==> config.mk <==
export PLATFORM = sky130hd
export DESIGN_NAME = fir_coef_loader
export DESIGN_NICKNAME = d
export VERILOG_FILES = /design/src/rtl/fir_coef_loader.sv
export SDC_FILE = /design/constraint.sdc
export NUM_CORES = 2
export LEC_CHECK = 0
export CAP_MARGIN = 15
export CORE_MARGIN = 5
export CORE_UTILIZATION = 25
export CTS_CLUSTER_SIZE = 16
export DETAILED_ROUTE_END_ITERATION = 10
export SETUP_SLACK_MARGIN = 0.05
export SKIP_CTS_REPAIR_TIMING = 1
export SYNTH_ARGS = -nofsm -noshare
export SYNTH_HDL_FRONTEND = slang
export SYNTH_SLANG_ARGS = --single-unit
==> constraint.sdc <==
create_clock -name clk -period 6.79 [get_ports clk]
set_clock_uncertainty 0.15 [all_clocks]
set_input_delay 1.6975 -clock clk [delete_from_list [all_inputs] [get_ports clk]]
set_output_delay 1.6975 -clock clk [all_outputs]
set_load 0.1 [all_outputs]
==> src/rtl/fir_coef_loader.sv <==
// Double-buffered coefficient store for the serial FIR: streams a set into the shadow bank,
// swaps it active at the next sample boundary, and serves the active bank through a registered read port.
module fir_coef_loader #(
   parameter int unsigned WIDTH = 18,
   parameter int unsigned TAPS  = 64,
   parameter int unsigned AW    = $clog2(TAPS)
) (
   input  logic             clk,
   input  logic             rst,
   input  logic             s_valid,
   output logic             s_ready,
   input  logic [WIDTH-1:0] s_data,
   input  logic             s_last,
   input  logic             swap_req,
   input  logic [AW-1:0]    rd_index,
   output logic [WIDTH-1:0] rd_coef,
   output logic             active_bank,
   output logic             load_done,
   output logic             load_err
);

   localparam logic [AW-1:0] LAST_IDX = AW'(TAPS - 1);

   typedef enum logic [2:0] {
      ST_CLEAR,
      ST_IDLE,
      ST_LOAD,
      ST_DRAIN,
      ST_ERR_DONE,
      ST_PEND
   } state_t;

   state_t           state_q, state_d;
   logic [AW-1:0]    wr_ptr_q, wr_ptr_d;
   logic             s_ready_q, s_ready_d;
   logic [WIDTH-1:0] rd_coef_q, rd_coef_d;
   logic             active_bank_q, active_bank_d;
   logic             load_done_q, load_done_d;
   logic             load_err_q, load_err_d;

   logic [WIDTH-1:0] bank0_q [TAPS];
   logic [WIDTH-1:0] bank1_q [TAPS];

   logic             xfer;
   logic             we_shadow;
   logic             we_both;
   logic             we0;
   logic             we1;
   logic [AW-1:0]    waddr;
   logic [WIDTH-1:0] wdata;

   assign xfer = s_valid & s_ready_q;

   // Next-state, write-port and registered-output logic
   always_comb begin
      state_d       = state_q;
      wr_ptr_d      = wr_ptr_q;
      active_bank_d = active_bank_q;
      load_done_d   = 1'b0;
      load_err_d    = 1'b0;
      we_shadow     = 1'b0;
      we_both       = 1'b0;
      waddr         = wr_ptr_q;
      wdata         = s_data;

      case (state_q)
         ST_CLEAR: begin
            we_both  = 1'b1;
            wdata    = '0;
            wr_ptr_d = wr_ptr_q + AW'(1);
            if (wr_ptr_q == LAST_IDX) begin
               state_d  = ST_IDLE;
               wr_ptr_d = '0;
            end
         end
         ST_IDLE: begin
            if (xfer) begin
               we_shadow = 1'b1;
               waddr     = '0;
               wr_ptr_d  = AW'(1);
               state_d   = s_last ? ST_ERR_DONE : ST_LOAD;
            end
         end
         ST_LOAD: begin
            if (xfer) begin
               we_shadow = 1'b1;
               wr_ptr_d  = wr_ptr_q + AW'(1);
               if (wr_ptr_q == LAST_IDX) begin
                  wr_ptr_d = '0;
                  if (s_last) begin
                     state_d = ST_PEND;
                  end else begin
                     load_err_d = 1'b1;
                     state_d    = ST_DRAIN;
                  end
               end else if (s_last) begin
                  load_err_d = 1'b1;
                  wr_ptr_d   = '0;
                  state_d    = ST_IDLE;
               end
            end
         end
         ST_DRAIN: begin
            if (xfer && s_last) begin
               state_d = ST_IDLE;
            end
         end
         ST_ERR_DONE: begin
            load_err_d = 1'b1;
            wr_ptr_d   = '0;
            state_d    = ST_IDLE;
         end
         ST_PEND: begin
            if (swap_req) begin
               active_bank_d = ~active_bank_q;
               load_done_d   = 1'b1;
               wr_ptr_d      = '0;
               state_d       = ST_IDLE;
            end
         end
         default: begin
            state_d  = ST_CLEAR;
            wr_ptr_d = '0;
         end
      endcase

      s_ready_d = (state_d == ST_IDLE) || (state_d == ST_LOAD) || (state_d == ST_DRAIN);

      // Old bank is read in the swap cycle because active_bank_q has not yet toggled
      if (state_q == ST_CLEAR) begin
         rd_coef_d = '0;
      end else if (active_bank_q) begin
         rd_coef_d = bank1_q[rd_index];
      end else begin
         rd_coef_d = bank0_q[rd_index];
      end
   end

   assign we0 = we_both | (we_shadow & active_bank_q);
   assign we1 = we_both | (we_shadow & ~active_bank_q);

   always_ff @(posedge clk) begin
      if (rst) begin
         state_q       <= ST_CLEAR;
         wr_ptr_q      <= '0;
         s_ready_q     <= 1'b0;
         rd_coef_q     <= '0;
         active_bank_q <= 1'b0;
         load_done_q   <= 1'b0;
         load_err_q    <= 1'b0;
      end else begin
         state_q       <= state_d;
         wr_ptr_q      <= wr_ptr_d;
         s_ready_q     <= s_ready_d;
         rd_coef_q     <= rd_coef_d;
         active_bank_q <= active_bank_d;
         load_done_q   <= load_done_d;
         load_err_q    <= load_err_d;
      end
   end

   // Bank storage; contents are restored to zero by the CLEAR sweep after reset
   always_ff @(posedge clk) begin
      if (we0) begin
         bank0_q[waddr] <= wdata;
      end
      if (we1) begin
         bank1_q[waddr] <= wdata;
      end
   end

   assign s_ready     = s_ready_q;
   assign rd_coef     = rd_coef_q;
   assign active_bank = active_bank_q;
   assign load_done   = load_done_q;
   assign load_err    = load_err_q;

endmodule

**Word level (Yosys, flattened, before mapping)**

Memory sizes are Yosys's and may differ from the RTL's.
Cells that the tools add are included.

- Register bits: 31
- Memory bits (writable): 2304
- Bits of input ports: 29
- Output and inout port bits: 22
- Logic and storage cells: 73
- Memories kept: 2

Memory list:

| memory | words | width | rd ports | clocked after Yosys merged registers in | wr ports | line | source |
|---|---|---|---|---|---|---|---|
| bank0_q | 64 | 18 | 1 | 0 | 1 | 41 | `logic [WIDTH-1:0] bank0_q [TAPS];` |
| bank1_q | 64 | 18 | 1 | 0 | 1 | 42 | `logic [WIDTH-1:0] bank1_q [TAPS];` |

- Add/subtract/negate cells: 1
- Eq/ne operators: 12
- Multiplexer cells: 34
- Bitwise gates (word level): 8
- Reduce and logical (&&, ||, !) cells: 9

Operators by type and width:

| operator | number |
|---|---|
| $mux 6 | 8 |
| $mux 18 | 2 |
| $pmux 6 s5 | 1 |
| $mux 3 | 9 |
| $pmux 3 s6 | 1 |
| $eq 3x2->1 const B | 4 |
| $mux 1 | 12 |
| $add 6x1->6 const B | 1 |
| $eq 3x1->1 const B | 2 |
| $eq 3x3->1 const B | 2 |
| $eq 6x6->1 const B | 1 |
| $ne 2x2->1 const B | 3 |
| $reduce_or 2->1 | 3 |
| $reduce_and 4->1 | 1 |
| $and 1x1->1 | 3 |
| $logic_not 3->1 | 1 |
| $not 1->1 | 3 |
| $logic_or 1x1->1 | 2 |
| $or 1x1->1 | 2 |
| $pmux 1 s2 | 1 |
| $reduce_and 2->1 | 1 |
| $logic_and 1x1->1 | 1 |

**Longest topological paths before layout**

- Word-level depth: 7
- Gate-level depth with buffers: 12
- Mapped depth without buffers: 7

**Worst setup path before layout**

No wires, ideal clock.

- Path type: input-to-reg
- Start point: input s_data[0]
- End point: memory bank0_q[0][0] (data pin)
- Setup time: 0.825 ns
- Arrival: 4.810 ns
- Data required time: 5.815 ns
- Slack: 1.004 ns
- Cell stages on the path: 1
- Buffers on the path: 0
- Cells stage by stage: nor2b_1

- Longest elaborated chain between the ends: 1

Ends and longest elaborated chain:

| element | line | source |
|---|---|---|
| start, declared | 12 | `input logic [WIDTH-1:0] s_data,` |
| $mux 18 | 66 | `case (state_q)` |
| end, declared | 41 |  |

Every way passes these cells.

**Worst setup path in the final report**

- Start point: register rd_coef_q[5] (netlist: rd_coef[5])
- End point: output rd_coef[5]

RTL lines:

| element | line | source |
|---|---|---|
| start, declared | 36 | `logic [WIDTH-1:0] rd_coef_q, rd_coef_d;` |
| start signal, assigned | 155 | `rd_coef_q <= rd_coef_d;` |
| end, declared | 16 | `output logic [WIDTH-1:0] rd_coef,` |

No word-level cell between the ends.

==> summary.txt <==
Status
  – Status: complete, no violations

Critical path
  – Worst path max stage delay: between 1 and 1.5 ns
  – WS Path Type: register to primary output
  – Crit-path leading delay family: buffers and inverters
  – CP startpoint: rd_coef[5]
  – Startpoint Class: register
  – Slowest cell on crit path: clkdlybuf4s50_1
  – Maximum fanout along the worst path: 1
  – Crit-path cells: clkdlybuf4s50_1
  – Crit Reg-Reg Startpoint: state_q[2]
  – Critical Path AT: between 2 and 3 ns
  – CP Capture Type: primary output
  – CP required: 4.94 ns
  – Critical path buffer and inverter count: 1
  – R2R setup slack: 2.86 ns

Pwr
  – Power per cell area: 279 mW/mm^2
  – VDD IR max: between 200 and 300 uV
  – Switch Pwr: between 0.006 and 0.007 W
  – Tot Pwr: around 0.029 W
  – Sequential Power Share: approximately 54%
  – Clock share of power: 42.6%
  – Int Power: 0.0231 W
  – Gate power share: roughly 3.6%
  – Leak pwr: 32.9 nW
  – Switching Fraction: around a fifth

STA
  – Max-slew headroom: approximately 17%
  – Max-slew violation count: 0
  – Final setup TNS: 0 ns
  – Least-Margin Pin Slew: 1.24 ns
  – Fin worst setup slack: between 2 and 2.5 ns
  – Tcrit/Tclk final: between 60% and 70%
  – Fmax: around 0.21 GHz
  – Final setup viols: 0
  – Fin. Hold Viols: 0
  – Unrepaired setup endpoints after global routing: no
  – Final Critical Period: 4.68 ns

Drt
  – Wl on met1: around 94000 um
  – WL/cell: 23.9 um
  – Drt pass-1 iters: 6
  – DRT antenna net count: 0
  – Via density: about 4.6
  – Final WL: about 230000 um
  – Met2 wire length: between 100000 and 150000 um
  – Starting DRT DRC Count: roughly 5.3k
  – Via count: 43.6k
  – Metal3 WL: about 16000 um
  – DR DRC count: 0
  – Highest routing layer actually used: met5

GRT
  – All-Layer GR Usage: a little under an eighth
  – Largest net degree at the start of global routing: around 130
  – Vias in the first global route: 43.6k
  – Congestion Overflow GR: 0
  – Initial antenna violation count: 11
  – First-pass GRT wire length: between 300000 and 400000 um

Min path
  – Worst hold path class: register to register
  – Hold_sp: wr_ptr_q[5]

Logic synthesis
  – Register area share after synthesis: 77.8%
  – Synth cell types: 58
  – Most frequent cell after synthesis: edfxtp_1
  – Top-area cell type share of the netlist area: between 70% and 80%
  – Number of synthesized flops with an enable pin: between 2k and 2.5k
  – Mapped Avg Cell Area: about 21 um^2
  – Ys async rst share: 0%
  – Mapped Cells: ~4.2k
  – Top post-synthesis cells by count: 2304 x edfxtp_1, 466 x mux4_2, 254 x mux2i_1
  – Synth area leaders: edfxtp_1 77%, mux4_2 12%, mux2i_1 2.8%, a22oi_1 1.5%, nor2_1 0.73%
  – Post-synthesis register bit count: around 2.3k
  – Yosys top cell by area: edfxtp_1
  – Ys flop type: edfxtp_1
  – Synthesized Nets: 4268
  – Mapped Area: 0.0897 mm^2
  – Yosys Warn Count: 0

Floorplanning
  – Die width: 609 um
  – DIE AREA: about 0.37 mm^2
  – Initial Util: 25.0%
  – Boundary Pins: slightly above 50
  – Die height: 609 um
  – # rows: 220
  – Core area: around 0.36 mm^2

Place
  – HPWL after DPL: 136000 um
  – RePlAce Congestion: 0.816
  – Dpl ws: ~1.3 ns
  – Buffers on Ports: 50

Run
  – # Max-Cap Violations: 0

Clocking
  – Clock transition at the registers of the reported paths: around 0.07 ns
  – H-tree depth: 4
  – CTS Buf Count: about 220
  – CTS tree: done
  – Clk buf depth: 3
  – Worst-Skew Late Latency: around 0.86 ns
  – CTS root buf: clkbuf_16
  – CTS sink count: approximately 2.3k

Layout
  – Util after Layout: around 30%
  – Area Growth Syn to Fin: 16.7%
  – Filler instances: ~35k
  – Share of layout cells above drive strength 1: approximately 25%
  – Nets: around 4.5k
==> power by group through the flow <==
stage | sequential [W] | combinational (W) | clock, W
after floorplan | 0.0160 | 0.000705 | 0
after global placement | 0.0160 | 0.00107 | 0
after detailed placement | 0.0160 | 0.00107 | 0
after CTS | 0.0157 | 0.00108 | 0.0126
after global routing | 0.0157 | 0.00112 | 0.0133
final | 0.0157 | 0.00106 | 0.0124
==> final timing paths <==
kind / to / cells after the start
worst min register to register: wr_ptr_q[5] / 2
worst min-delay path: wr_ptr_q[5] / 2
worst max-delay path: rd_coef[5] / 1
worst max register to register: rd_coef[1] / 7
==> cells by family (layout without fill, tap and decap cells) <==
group,after synthesis,in the layout,synth area share [%]
other,0,5,0
AOI/OAI and AO/OA,352,352,2.78
and+or+nand+nor,536,536,2.80
xor gates and xnor gates,2,2,0.0195
DFF,2335,2335,77.8
adders and majority gates,1,1,0.0140
muxes,770,770,15.2
buffers and inverters,242,706,1.37
==> registers in the layout, summed over array words and instances, names as in the netlist <==
signal / cells
bank0_q: 1152
bank1_q: 1152
rd_coef: 18
wr_ptr_q: 6
state_q: 3
active_bank: 1
load_done: 1
load_err: 1
s_ready: 1
==> cells in the final DEF (no fill, tap or decap), types with 18 or more instances in the layout <==
cell	instances
bufinv_16	24
mux2i_1	254
a21oi_1	72
mux2_2	50
nor2b_4	18
nand2_1	149
clkbuf_1	38
edfxtp_1	2304
o21ai_0	24
clkbuf_16	223
mux4_2	466
dfxtp_1	31
buf_4	219
a22oi_1	179
nor4_1	20
nand3_1	70
clkinv_2	48
nand4_1	34
a22o_1	19
nor2_1	108
clkinv_1	55
clkdlybuf4s50_1	45
nor2_2	68
==> layer usage <==
metal,vias to the layer above,GRT usage [%]
li1,18200,-
met4,4,4.10
met2,1683,19.3
met5,-,0
met3,317,2.09
met1,23400,16.0
==> final cells by class <==
type	count	area [um^2]	area share, %
Antenna cell	5	12.5	0.0120
Clock buffer	267	5810	5.55
Clock inverter	147	1540	1.47
Inverter	5	21.3	0.0203
Multi-Input combinational cell	1661	19000	18.1
Sequential cell	2335	69800	66.7
Tap cell	4773	5970	5.71
Timing Repair Buffer	287	2530	2.41
==> stage by stage <==
step | area (um^2) | hold slack [ns] | cells
final | 105000 | 0.429 | 9480
after global routing | 105000 | 0.488 | 9476
after CTS | 105000 | 0.405 | 9473
after detailed placement | 97300 | 0.393 | 9059
after global placement | 97200 | 0.392 | 9057
after floorplan | 89700 | 0.355 | 4238
Power figures use the tool's default switching activity.
